==> config.mk <==
export PLATFORM = sky130hd
export DESIGN_NAME = seq_det_prog
export DESIGN_NICKNAME = d
export VERILOG_FILES = /design/src/rtl/seq_det_prog.sv
export SDC_FILE = /design/constraint.sdc
export NUM_CORES = 1
export LEC_CHECK = 0
export CAP_MARGIN = 20
export CORE_MARGIN = 2
export CORE_UTILIZATION = 48
export CTS_BUF_LIST = sky130_fd_sc_hd__clkbuf_4 sky130_fd_sc_hd__clkbuf_8 sky130_fd_sc_hd__clkbuf_16
export DETAILED_ROUTE_END_ITERATION = 16
export PLACE_DENSITY = 0.7
export SETUP_SLACK_MARGIN = 0.15
export SLEW_MARGIN = 20
export SYNTH_ARGS = -nofsm -noshare
export SYNTH_HDL_FRONTEND = slang
export SYNTH_SLANG_ARGS = --single-unit
==> constraint.sdc <==
create_clock -name clk -period 5.5 [get_ports clk]
set_input_delay 0.825 -clock clk [delete_from_list [all_inputs] [get_ports clk]]
set_output_delay 0.825 -clock clk [all_outputs]
set_load 0.01 [all_outputs]
==> src/rtl/seq_det_prog.sv <==
// Runtime-programmable serial bit-pattern detector with a saturating match counter.
// Define SEQ_DET_PROG_REG_OUT_EN to register the match strobe (one cycle later).
module seq_det_prog #(
  parameter int unsigned MAX_LEN = 8,
  parameter int unsigned CNT_W   = 8,
  localparam int unsigned LEN_W  = $clog2(MAX_LEN + 1)
) (
  input  logic               clk,
  input  logic               rst,
  input  logic               in_valid,
  input  logic               in_bit,
  input  logic               cfg_load,
  input  logic [MAX_LEN-1:0] cfg_pattern,
  input  logic [LEN_W-1:0]   cfg_len,
  input  logic               cfg_overlap,
  input  logic               cnt_clr,
  output logic               match,
  output logic [CNT_W-1:0]   match_cnt,
  output logic [LEN_W-1:0]   cfg_len_q
);

  typedef logic [LEN_W:0] len_ext_t;

  logic [MAX_LEN-1:0] pat_q, pat_d;
  logic [LEN_W-1:0]   len_q, len_d;
  logic               ovl_q, ovl_d;
  logic [MAX_LEN-1:0] hist_q, hist_d;
  logic [LEN_W-1:0]   fill_q, fill_d;
  logic [CNT_W-1:0]   cnt_q, cnt_d;

  logic               accept;
  logic               fill_ok;
  logic               hit;
  logic [MAX_LEN-1:0] window;
  logic [MAX_LEN-1:0] len_mask;

  always_comb begin
    for (int unsigned i = 0; i < MAX_LEN; i++) begin
      len_mask[i] = (i < 32'(len_q));
    end
  end

  always_comb begin
    accept  = in_valid & ~cfg_load;
    window  = {hist_q[MAX_LEN-2:0], in_bit};
    // At least len-1 bits since restart, so the current bit completes a fresh window.
    fill_ok = (len_ext_t'(fill_q) + len_ext_t'(1)) >= len_ext_t'(len_q);
    hit     = accept && (len_q != '0) && fill_ok && (((window ^ pat_q) & len_mask) == '0);
  end

  always_comb begin
    pat_d  = pat_q;
    len_d  = len_q;
    ovl_d  = ovl_q;
    hist_d = hist_q;
    fill_d = fill_q;
    cnt_d  = cnt_q;

    if (cfg_load) begin
      pat_d  = cfg_pattern;
      ovl_d  = cfg_overlap;
      len_d  = (cfg_len > LEN_W'(MAX_LEN)) ? LEN_W'(MAX_LEN) : cfg_len;
      hist_d = '0;
      fill_d = '0;
    end else if (accept) begin
      hist_d = window;
      if (hit && !ovl_q) begin
        fill_d = '0;
      end else if (fill_q >= len_q) begin
        fill_d = len_q;
      end else begin
        fill_d = fill_q + LEN_W'(1);
      end
    end

    // Clear wins over a same-cycle hit; the counter saturates rather than wraps.
    if (cnt_clr) begin
      cnt_d = '0;
    end else if (hit && (cnt_q != '1)) begin
      cnt_d = cnt_q + CNT_W'(1);
    end
  end

  always_ff @(posedge clk or posedge rst) begin
    if (rst) begin
      pat_q  <= MAX_LEN'(4'b1101);
      len_q  <= LEN_W'(4);
      ovl_q  <= 1'b1;
      hist_q <= '0;
      fill_q <= '0;
      cnt_q  <= '0;
    end else begin
      pat_q  <= pat_d;
      len_q  <= len_d;
      ovl_q  <= ovl_d;
      hist_q <= hist_d;
      fill_q <= fill_d;
      cnt_q  <= cnt_d;
    end
  end

  assign match_cnt = cnt_q;
  assign cfg_len_q = len_q;

`ifdef SEQ_DET_PROG_REG_OUT_EN
  logic match_q, match_d;

  // hit is already forced low on a cfg_load cycle, which clears the flop.
  always_comb begin
    match_d = hit;
  end

  always_ff @(posedge clk or posedge rst) begin
    if (rst) begin
      match_q <= 1'b0;
    end else begin
      match_q <= match_d;
    end
  end

  assign match = match_q;
`else
  assign match = hit;
`endif

endmodule

# == After elaboration in Yosys (flattened, before gate mapping) ==
# Index checks and enable logic that the tools add are counted.
# op_classes
n_reduce_logical,10
shift,0
addsub,3
mux,9
magnitude_cmp,11
multipliers,0
n_eq_ne,1
n_div,0
n_bitwise,4
# op_table
cell,n
$mux W4,5
$lt A3 B4 Y1 const A,4
$mux W8,2
$mux W7,2
$add A8 B1 Y8 const B,1
$and A8 B8 Y8,1
$logic_not A8 Y1,1
$lt A1 B4 Y1 const A,2
$lt A2 B4 Y1 const A,2
$ne A8 B8 Y1 const B,1
$xor A8 B8 Y8,1
$add A4 B1 Y5 const B,1
$ge A5 B4 Y1,1
$logic_and A1 B1 Y1,5
$add A4 B1 Y4 const B,1
$ge A4 B4 Y1,1
$gt A4 B4 Y1 const B,1
$reduce_bool A2 Y1,2
$reduce_bool A4 Y1,1
$and A1 B1 Y1,1
$logic_not A1 Y1,1
$not A1 Y1,1
# word_totals
ff_bits,32
ram_bits,0
output_inout_bits,13
in_bits,19
mem_count,0
word_cells,44
rom_bits,0
latch_bits,0

# == Longest topological paths before layout ==
# Gate-level depths: netlist of the first run.
# logic_depth
word_depth,9
depth_mapped,9
mapped_depth_nobuf,9

# == Worst setup path before layout of the first run ==
# No wires, ideal clock.
# synth_path
path_type,input to output
startpoint,in cfg_load
endpoint,out match
path_buffers,1
cell_stages,5
arrival_ns,1.786
t_required_ns,4.675
path_slack_ns,2.889
path_cell_list,buf_6 -> and2b_1 -> o211ai_1 -> nor4_4 -> and3_1
# synth_via
elab_chain_cells,5
# synth_lines
item,line_no,source
from (decl),12,"input logic cfg_load,"
$not A1 Y1,44,accept = in_valid & ~cfg_load;
$and A1 B1 Y1,44,
$logic_and A1 B1 Y1 (3 in series),48,hit = accept && (len_q != '0) && fill_ok && (((window ^ pat_q) & len_mask) == '0);
to (decl),17,"output logic match,"
# No other way between the ends.

# == Final worst setup path of the first run ==
# layout_path
startpoint,in in_valid
endpoint,out match
# layout_via
elab_chain_cells,4
# layout_lines
item,line_no,source
from (decl),10,"input logic in_valid,"
$and A1 B1 Y1,44,
$logic_and A1 B1 Y1 (3 in series),48,
# No other way between the ends.

==> results by group, run 1 <==
Outcome
  • Run status: complete, no violations

Route
  • Detail Route Antenna Nets: 0
  • Drt pass-1 iters: 4
  • DR iter-0 viols: 85
  • Vias: 1,338
  • Vias/cell: between 5 and 6
  • Wirelength per Cell: between 10 and 15 um
  • Final WL: roughly 3700 um
  • Post-route DRC: 0

Setup path
  • Crit path cell chain: clkdlybuf4s50_1, and2b_1, o211ai_1, nor4_4, and3_1, clkdlybuf4s50_1
  • WP data required: 4.68 ns
  • Worst R2R Start: fill_q[0]
  • Crit path max-delay family: buffers and inverters
  • Worst Setup End Kind: primary output
  • Crit-path max cell delay: roughly 0.78 ns
  • Crit path arrival time: between 3 and 4 ns
  • Critical path launch point type: input port
  • Critical path type: in -> out
  • Start point of the critical path: in_valid
  • Reg2reg setup slack: between 2 and 3 ns
  • Worst path slowest cell: clkdlybuf4s50_1
  • Buf/Inv on CP: 2
  • Cell mode on critical path: clkdlybuf4s50_1
  • Crit-path max FO: 9

Timing
  • Min Tclk post-route: slightly below 4 ns
  • Relative slew slack: between 60% and 70%
  • Fin crit share: just over 70%
  • Skew final: about 0.0026 ns
  • Worst-Margin Slew: approximately 0.5 ns
  • Final setup viols: 0
  • Setup_tns: 0 ns
  • F_max: 0.254 GHz
  • Hold Fails Final Rpt: 0
  • Max Slew Vio Count: 0
  • RSZ-0062 raised after global routing: no
  • Final Hold Slack: roughly 0.54 ns
  • Post-layout worst setup margin: approximately 1.6 ns

Cells and area
  • # diodes: 0
  • Share of layout cells above drive strength 1: roughly 15%
  • Nets: 230
  • Commonest non-fill, non-tap cell in the layout: clkdlybuf4s50_1
  • Final cell count without fillers: 250
  • Most frequent cells in the layout: 31 x clkdlybuf4s50_1, 27 x dfrtp_1, 15 x nor2_1
  • Area growth syn-to-layout: 25.5%

Synth
  • Post-Syn Nets: roughly 200
  • Post-synth EDFFs: 0
  • Syn Std Cell Area: approximately 1800 sq um
  • Asr flop ratio synth: between 90% and 100%
  • Syn Area/Cell: approximately 11 sq um
  • Synth cell types: 40
  • Sequential element share of the synthesized area: 45.5%
  • Syn Inst Count: between 150 and 200
  • Yosys warnings: 0
  • Yosys reg bits: 32
  • Prevailing post-synth register cell: dfrtp_1

Placement
  • PortBufs: 31
  • Dpl ws: about 1.6 ns
  • Placed cells: approximately 240
  • Post-detail-place hpwl: approximately 2700 um
  • Gpl congestion: ~0.8

Clock tree
  • CTS Sinks: 32
  • Post-CTS resize count: 0
  • Worst-Skew Late Latency: 0.28 ns
  • CTS Root Cell: clkbuf_8
  • H-tree levels: 2
  • Hold-fix buffers, CTS: 0
  • CTS tree: done
  • CTS clk-pin slew, worst paths: about 0.06 ns
  • Postcts setup bufs: 0
  • Clock buffer depth: 2
  • Clock buffer count from CTS: 5

Hold path
  • Hold WC Path Type: reg -> reg
  • Min-delay src: pat_q[5]

GRT
  • Global Route Usage Sum: between 10% and 20%
  • Antenna violations before repair: 0
  • First-pass GRT wire length: roughly 6400 um
  • GR Overflow Total: 0
  • Largest net degree at the start of global routing: 33
  • Vias in the first global route: roughly 1,400

Die
  • Initial core utilization: about half
  • Die width: ~65 um
  • Site row count: 22
  • Die Span Y: 64.8 um
  • Total die area: about 4200 sq um
  • Boundary Pins: 32
  • Core Region: 3610 sq um

Power
  • Maximum VDD drop: 0.178 mV
  • Power Density: 279 nW/um^2
  • Leak Pwr: roughly 0.95 nW

Run
  • Max-cap violations: 0
## final cells by class
cell class | count | area [sq um]
fill | 313 | 1380
sequential | 32 | 807
clock buffer | 8 | 97.6
inverter | 6 | 22.5
timing repair buffer | 33 | 325
tap | 48 | 60.1
multi-input combinational | 123 | 915
## flip-flops by register name, indices dropped and copies added (netlist names)
signal and count:
cfg_len_q 4, ovl_q 1, pat_q 8, hist_q 7
match_cnt 8, fill_q 4
## through the flow
stage | total power, W | cell area (sq um) | utilization [%]
2_1_floorplan | 0.000387 | 1770 | -
3_3_place_gp | 0.000428 | 2130 | 59.1
3_5_place_dp | 0.000437 | 2130 | 59.1
4_1_cts | 0.000628 | 2230 | 61.8
5_1_grt | 0.000665 | 2230 | 61.8
6_report | 0.000622 | 2230 | 61.8
## path summary, 6_finish.rpt
path | cells past startpoint | to
worst max-delay path | 6 | match
worst min-delay path | 1 | pat_q[5]
worst max register to register | 9 | match_cnt[4]
worst min register to register | 1 | pat_q[5]
max in group asynchronous | 3 | pat_q[2]
min in group asynchronous | 3 | match_cnt[0]
## cells by family (layout without fill, tap and decap cells)
group                      count (synthesis)  after routing  synth area share, %
AOI/OAI and AO/OA                         35             35                 12.6
xor gates and xnor gates                  12             12                 5.92
adders and majority gates                 10             10                 7.05
buffers and inverters                     11             47                 2.96
DFF                                       32             32                 45.5
muxes                                     19             19                 11.4
and+or+nand+nor                           47             47                 14.5
## metal layers
metal  vias to the layer above  wire length (um)  GRT usage (%)
li1                        667                 -              -
met1                       645              1640           25.6
met2                        21              1890           33.2
met3                         5               111           4.34
met4                         0                48           7.18
met5                         -                 0              0
## power breakdown
| part | total, W | switching [W] | internal [W] | leakage [nW] |
|---|---|---|---|---|
| Clock | 0.000189 | 0.0000777 | 0.000112 | 0.0523 |
| Combinational | 0.000157 | 0.0000784 | 0.0000782 | 0.488 |
| Sequential | 0.000276 | 0.0000209 | 0.000255 | 0.412 |
| Total | 0.000622 | 0.000177 | 0.000445 | 0.952 |
## synth_stat cells (3+ instances only)
cell / number / area (sq um)
mux2i_1: 9 / 90.1
nor2_1: 15 / 56.3
mux2_2: 10 / 113
inv_1: 6 / 22.5
o22ai_1: 4 / 25.0
xor2_1: 3 / 26.3
nand3_1: 6 / 30.0
a32o_1: 4 / 40.0
ha_1: 10 / 125
nand2_1: 9 / 33.8
dfstp_2: 5 / 131
o21ai_0: 6 / 30.0
xnor2_1: 9 / 78.8
dfrtp_1: 27 / 676
a21oi_1: 13 / 65.1
(Power assumes the default switching activity.)
==> run 2, diff against run 1 <==
==> constraint.sdc (replaced) <==
create_clock -name clk -period 3.8 [get_ports clk]
set_input_delay 0.57 -clock clk [delete_from_list [all_inputs] [get_ports clk]]
set_output_delay 0.57 -clock clk [all_outputs]
set_load 0.01 [all_outputs]
==> run 2 against run 1 <==
  * Critical path depth increased by 1
  * Setup slack got worse by 0.95 ns
  * Clock-buffer cell count decreased by 2
  * Cell area increased by 0.96%
  * Clock power increased by 75%
  * Die area unchanged
  * Critical path type is now reg -> out
  * Combinational power increased by 44%
  * Core utilization increased by 0.59 points
  * Total power increased by 54%
  * Clock skew increased by 0.0050 ns
  * Sequential share of layout area decreased by 0.34 points
==> results by group, run 2 (same netlist as run 1, synthesis figures left out) <==
Outcome
  • Run status: complete, no violations

Route
  • Wirelength per Cell: 14.3 um (-2.8%)
  • Vias/cell: 5.35 (about the same)
  • Vias: 1,343 (+0.37%)
  • Drt pass-1 iters: 4 (unchanged)
  • Detail Route Antenna Nets: 0 (unchanged)
  • Final WL: 3600 um (-2.4%)
  • DR iter-0 viols: 36 (-58%)
  • Post-route DRC: 0 (unchanged)

Die
  • Initial core utilization: 49.2% (unchanged)
  • Boundary Pins: 32 (unchanged)
  • Total die area: 4200 sq um (unchanged)
  • Site row count: 22 (unchanged)
  • Core Region: 3610 sq um (unchanged)
  • Die Span Y: 64.8 um (unchanged)
  • Die width: 64.8 um (unchanged)

Cells and area
  • Area of the multi-input gates: 915 sq um (unchanged)
  • Commonest non-fill, non-tap cell in the layout: clkdlybuf4s50_1
  • Most frequent cells in the layout: 31 x clkdlybuf4s50_1, 27 x dfrtp_1, 15 x nor2_1
  • Fillers: 315 (+0.64%)
  • Area growth syn-to-layout: 26.7%
  • # diodes: 0 (unchanged)
  • Nets: 231 (+0.43%)
  • Final Instance Area: 2250 sq um (+0.96%)
  • Share of layout cells above drive strength 1: 15.8% (+0.42 points)
  • Register area: 807 sq um (unchanged)

Power
  • Maximum VDD drop: 0.232 mV (+31%)
  • Internal Power: 0.000685 W (+54%)
  • Switching Share: 28.3% (-0.12 points)
  • Leak Pwr: 0.963 nW (+1.2%)
  • Seq pwr share: 41.8% (-2.6 points)
  • Gate power share: 23.6% (-1.6 points)
  • Power Density: 425 nW/um^2 (+52%)
  • Switching power: 0.000271 W (+53%)
  • Overall Power: 0.000956 W (+54%)
  • Clock group share of total power: 34.6% (+4.2 points)

Timing
  • Setup_tns: 0 ns (unchanged)
  • Final Hold Slack: 0.533 ns (-0.00306 ns)
  • Final setup viols: 0 (unchanged)
  • Relative slew slack: 70.7% (+3.8 points)
  • Min Tclk post-route: 3.19 ns
  • Skew final: 0.00759 ns (+0.00497 ns)
  • Post-layout worst setup margin: 0.613 ns (-0.954 ns)
  • Fin crit share: a little over four fifths
  • RSZ-0062 raised after global routing: no
  • Max Slew Vio Count: 0 (unchanged)
  • F_max: approximately 0.31 GHz
  • Hold Fails Final Rpt: 0 (unchanged)
  • Worst-Margin Slew: 0.437 ns (-0.0591 ns)

Clock tree
  • CTS clk-pin slew, worst paths: 0.07 ns (about the same)
  • Worst-Skew Late Latency: 0.29 ns (about the same)
  • Postcts setup bufs: 0 (unchanged)
  • Post-CTS resize count: 0 (unchanged)
  • CTS tree: done
  • CTS Sinks: 32 (unchanged)
  • H-tree levels: 2 (unchanged)
  • Clock buffer count from CTS: 5 (unchanged)
  • Clock buffer depth: 2 (unchanged)
  • Hold-fix buffers, CTS: 0 (unchanged)
  • CTS Root Cell: clkbuf_8

Run
  • Max-cap violations: 0 (unchanged)

Placement
  • PortBufs: 31 (unchanged)
  • Post-detail-place hpwl: 2650 um (-2.7%)
  • Dpl ws: 0.750 ns (-0.838 ns)
  • Post-DP Area: 2140 sq um (+0.35%)
  • Gpl congestion: 0.725 (-9.1%)

GRT
  • First-pass GRT wire length: 6350 um (-0.64%)
  • Global Route Usage Sum: 19.8% (-0.16 points)
  • Antenna violations before repair: 0 (unchanged)
  • Largest net degree at the start of global routing: 33 (unchanged)
  • GR Overflow Total: 0 (unchanged)
  • Vias in the first global route: 1,388 (-0.072%)

Setup path
  • Crit path arrival time: 2.62 ns (-0.49 ns)
  • Worst Setup End Kind: primary output
  • Critical path type: reg -> out
  • WP data required: 3.23 ns (-1.45 ns)
  • Crit-path max FO: 6 (-3)
  • Critical path launch point type: register

Hold path
  • Hold WC Path Type: reg -> reg
## run 2: path summary, 6_finish.rpt
check / cells past startpoint / from / to / slack, ns
hold / removal: 1 / pat_q[6] / pat_q[6] / 0.53
setup / recovery: 7 / fill_q[0] / match / 0.61
hold reg to reg: 1 / pat_q[6] / pat_q[6] / 0.53
max in group asynchronous: 3 / rst / ovl_q / 2.81
min in group asynchronous: 3 / rst / pat_q[4] / 0.66
setup reg to reg: 8 / fill_q[0] / match_cnt[5] / 1.05
## run 2: stage by stage
step           util (%)  std cells
2_1_floorplan         -        166
3_3_place_gp       59.3        243
4_1_cts            62.4        251
5_1_grt            62.4        251
3_5_place_dp       59.3        243
6_report           62.4        251
## run 2: power groups by stage
stage	registers (W)	clock network, W	logic (W)
2_1_floorplan	0.000399	0	0.000161
3_3_place_gp	0.000404	0	0.000215
3_5_place_dp	0.000406	0	0.000227
4_1_cts	0.000400	0.000337	0.000227
5_1_grt	0.000404	0.000350	0.000257
6_report	0.000400	0.000330	0.000226
## run 2: cell type report
class | instances | share of cell area (%)
Multi-Input combinational cell | 123 | 40.7
Inverter | 6 | 1.00
Clock inverter | 2 | 1.56
Timing Repair Buffer | 34 | 14.8
Clock buffer | 6 | 3.39
Sequential cell | 32 | 35.9
Tap cell | 48 | 2.67
## run 2: worst max-delay path, cell delays in order (launching register included)
cell and delay, ns:
dfrtp_1 0.44, ha_1 0.35, ha_1 0.29, a21boi_0 0.12, o31ai_1 0.35, nand2_1 0.08, and3_1 0.21, clkdlybuf4s50_1 0.49
## run 2: routing by layer
metal | vias up | track usage, % | wire (um)
li1 | 671 | - | -
met1 | 645 | 24.9 | 1670
met2 | 21 | 33.2 | 1750
met3 | 6 | 3.13 | 123
met4 | 0 | 9.57 | 61
met5 | - | 0 | 0
==> run 3, diff against run 2 <==
==> constraint.sdc (replaced) <==
create_clock -name clk -period 3.3 [get_ports clk]
set_input_delay 0.495 -clock clk [delete_from_list [all_inputs] [get_ports clk]]
set_output_delay 0.495 -clock clk [all_outputs]
set_load 0.01 [all_outputs]
==> run 3 against run 2 <==
  * Cell area rose by 0.11%
  * Via count rose by 1.6%
  * Largest cell class unchanged
  * Total power rose by 11%
==> results by group, run 3 (same netlist as run 1, synthesis figures left out) <==
Clock tree
  • Clock buffer depth: 2 (unchanged)
  • H-tree levels: 2 (unchanged)
  • Clock buffer count from CTS: 5 (unchanged)
  • CTS Root Cell: clkbuf_8
  • CTS tree: done
  • CTS clk-pin slew, worst paths: 0.06 ns (about the same)
  • CTS Sinks: 32 (unchanged)
  • Hold-fix buffers, CTS: 0 (unchanged)
  • Worst-Skew Late Latency: 0.28 ns (about the same)

Setup path
  • WP data required: 3.50 ns (+0.27 ns)
  • FF-to-FF End: match_cnt[5]
  • Crit path arrival time: 3.12 ns (+0.50 ns)
  • Critical path launch point type: register
  • Worst Setup End Kind: register
  • Worst R2R Start: fill_q[0]
  • Start point of the critical path: fill_q[0]
  • Worst r2r path cells: 10 (+2)
  • Crit-path max FO: 10 (+4)
  • Critical path type: reg -> reg
  • Reg2reg setup slack: 0.38 ns (-0.67 ns)

Route
  • DR iter-0 viols: 82 (+130%)
  • Detail Route Antenna Nets: 0 (unchanged)
  • Vias/cell: 5.41 (+1.2%)
  • Post-route DRC: 0 (unchanged)
  • Final WL: 3740 um (+4.0%)
  • Drt pass-1 iters: 4 (unchanged)
  • Wirelength per Cell: 14.8 um (+3.6%)
  • Vias: 1,364 (+1.6%)

Die
  • Die Span Y: 64.8 um (unchanged)
  • Total die area: 4200 sq um (unchanged)
  • Initial core utilization: 49.2% (unchanged)
  • Boundary Pins: 32 (unchanged)
  • Site row count: 22 (unchanged)
  • Core Region: 3610 sq um (unchanged)
  • Die width: 64.8 um (unchanged)

Cells and area
  • Fillers: 318 (+0.95%)
  • Register area: 808 sq um (+0.16%)
  • Share of layout cells above drive strength 1: 17.2% (+1.4 points)
  • Area of the multi-input gates: 920 sq um (+0.55%)
  • Area growth syn-to-layout: 26.9%
  • Nets: 232 (+0.43%)
  • Final Instance Area: 2250 sq um (+0.11%)
  • # diodes: 0 (unchanged)
  • Fin util: 62.4% (+0.069 points)
  • Most frequent cells in the layout: 30 x clkdlybuf4s50_1, 26 x dfrtp_1, 15 x nor2_1
  • Commonest non-fill, non-tap cell in the layout: clkdlybuf4s50_1

Hold path
  • Worst Hold Path Cells: 1 (unchanged)
  • Hold WC Path Type: reg -> reg
  • Sink of the worst hold path: pat_q[4]
  • Min-delay src: pat_q[4]

Timing
  • Relative slew slack: 70.1% (-0.51 points)
  • Fin crit share: 88.4%
  • Min Tclk post-route: 2.92 ns
  • Final Hold Slack: 0.535 ns (+0.00242 ns)
  • Skew final: 0.00372 ns (-0.00387 ns)
  • RSZ-0062 raised after global routing: no
  • Max Slew Vio Count: 0 (unchanged)
  • F_max: roughly 0.34 GHz
  • Final setup viols: 0 (unchanged)
  • Hold Fails Final Rpt: 0 (unchanged)
  • Worst-Margin Slew: 0.445 ns (+0.00760 ns)
  • Setup_tns: 0 ns (unchanged)

GRT
  • GR Overflow Total: 0 (unchanged)
  • Antenna violations before repair: 0 (unchanged)
  • Largest net degree at the start of global routing: 33 (unchanged)
  • First-pass GRT wire length: 6440 um (+1.4%)
  • Global Route Usage Sum: 20.2% (+0.36 points)
  • Vias in the first global route: 1,399 (+0.79%)

Placement
  • Post-detail-place hpwl: 2770 um (+4.4%)
  • Post-DP Area: 2140 sq um (unchanged)
  • Gpl congestion: 0.807 (+11%)
  • PortBufs: 31 (unchanged)

Power
  • Internal Power: 0.000756 W (+10%)
  • Leak Pwr: 0.979 nW (+1.7%)
  • Clock group share of total power: 30.1% (-4.5 points)
  • Power Density: 472 nW/um^2 (+11%)
  • Switching Share: 28.8% (+0.51 points)
  • Seq pwr share: 43.5% (+1.7 points)
  • Gate power share: 26.3% (+2.7 points)
  • Switching power: 0.000306 W (+13%)
  • Maximum VDD drop: 0.299 mV (+29%)

Run
  • Max-cap violations: 0 (unchanged)

Outcome
  • Run status: complete, no violations
-- run 3: changes by cell type in the layout (fill, tap and decap cells not counted), sizes merged --
cell,before,now
clkbuf,6,8
dlymetal6s2s,0,1
clkdlybuf4s50,31,30
buf,3,4
bufinv,1,0
clkinv,1,0
-- run 3: power by group through the flow --
stage | Combinational, W | Sequential [W] | Clock (W)
global placement | 0.000248 | 0.000466 | 0
finish | 0.000280 | 0.000463 | 0.000320
floorplan | 0.000186 | 0.000460 | 0
detailed placement | 0.000260 | 0.000468 | 0
global route | 0.000318 | 0.000467 | 0.000351
CTS | 0.000261 | 0.000461 | 0.000331
-- run 3: layout make-up --
type / instances / share of cell area, %
Clock buffer: 8 / 4.34
Inverter: 6 / 1.00
Multi-Input combinational cell: 123 / 40.9
Sequential cell: 32 / 35.9
Tap cell: 48 / 2.67
Timing Repair Buffer: 35 / 15.2
-- run 3: per-layer routing --
metal | wire (um) | share of wire, % | GRT usage [%]
met5 | 0 | 0 | 0
met1 | 1620 | 43 | 24.4
met4 | 40 | 1.1 | 6.38
met3 | 174 | 4.7 | 4.86
met2 | 1910 | 51 | 35.3
-- run 3: repair_timing --
| action | 4_1_cts | 5_1_grt |
|---|---|---|
| gates resized for setup | 0 | 4 |
| endpoints found under the setup margin | 0 | 1 |
| buffers inserted | 0 | 1 |
-- run 3: metrics by stage --
| stage | total power (W) | cells | worst slack, ns |
|---|---|---|---|
| finish | 0.00106 | 252 | 0.382 |
| global route | 0.00114 | 252 | 0.229 |
| CTS | 0.00105 | 251 | 0.169 |
| detailed placement | 0.000728 | 243 | 0.377 |
| global placement | 0.000714 | 243 | 0.425 |
| floorplan | 0.000646 | 166 | 0.783 |
-- run 3: worst max-delay path: stages (launching register included) --
cell       delay (ns)
dfrtp_2          0.44
ha_1             0.25
xor2_1           0.17
ha_1             0.30
o21a_1           0.15
o31ai_2          0.09
buf_4            0.14
a2111oi_2        0.44
nand2_2          0.21
or4_1            0.51
a21oi_1          0.15
-- run 3: worst max path at each step --
| stage | end | slack (ns) |
|---|---|---|
| 4_1_cts | match | 0.17 |
| 3_3_place_gp | match | 0.43 |
| 2_1_floorplan | match_cnt[5] | 0.78 |
| 6_report | match_cnt[5] | 0.38 |
| 5_1_grt | match_cnt[5] | 0.23 |
| 3_5_place_dp | match | 0.38 |
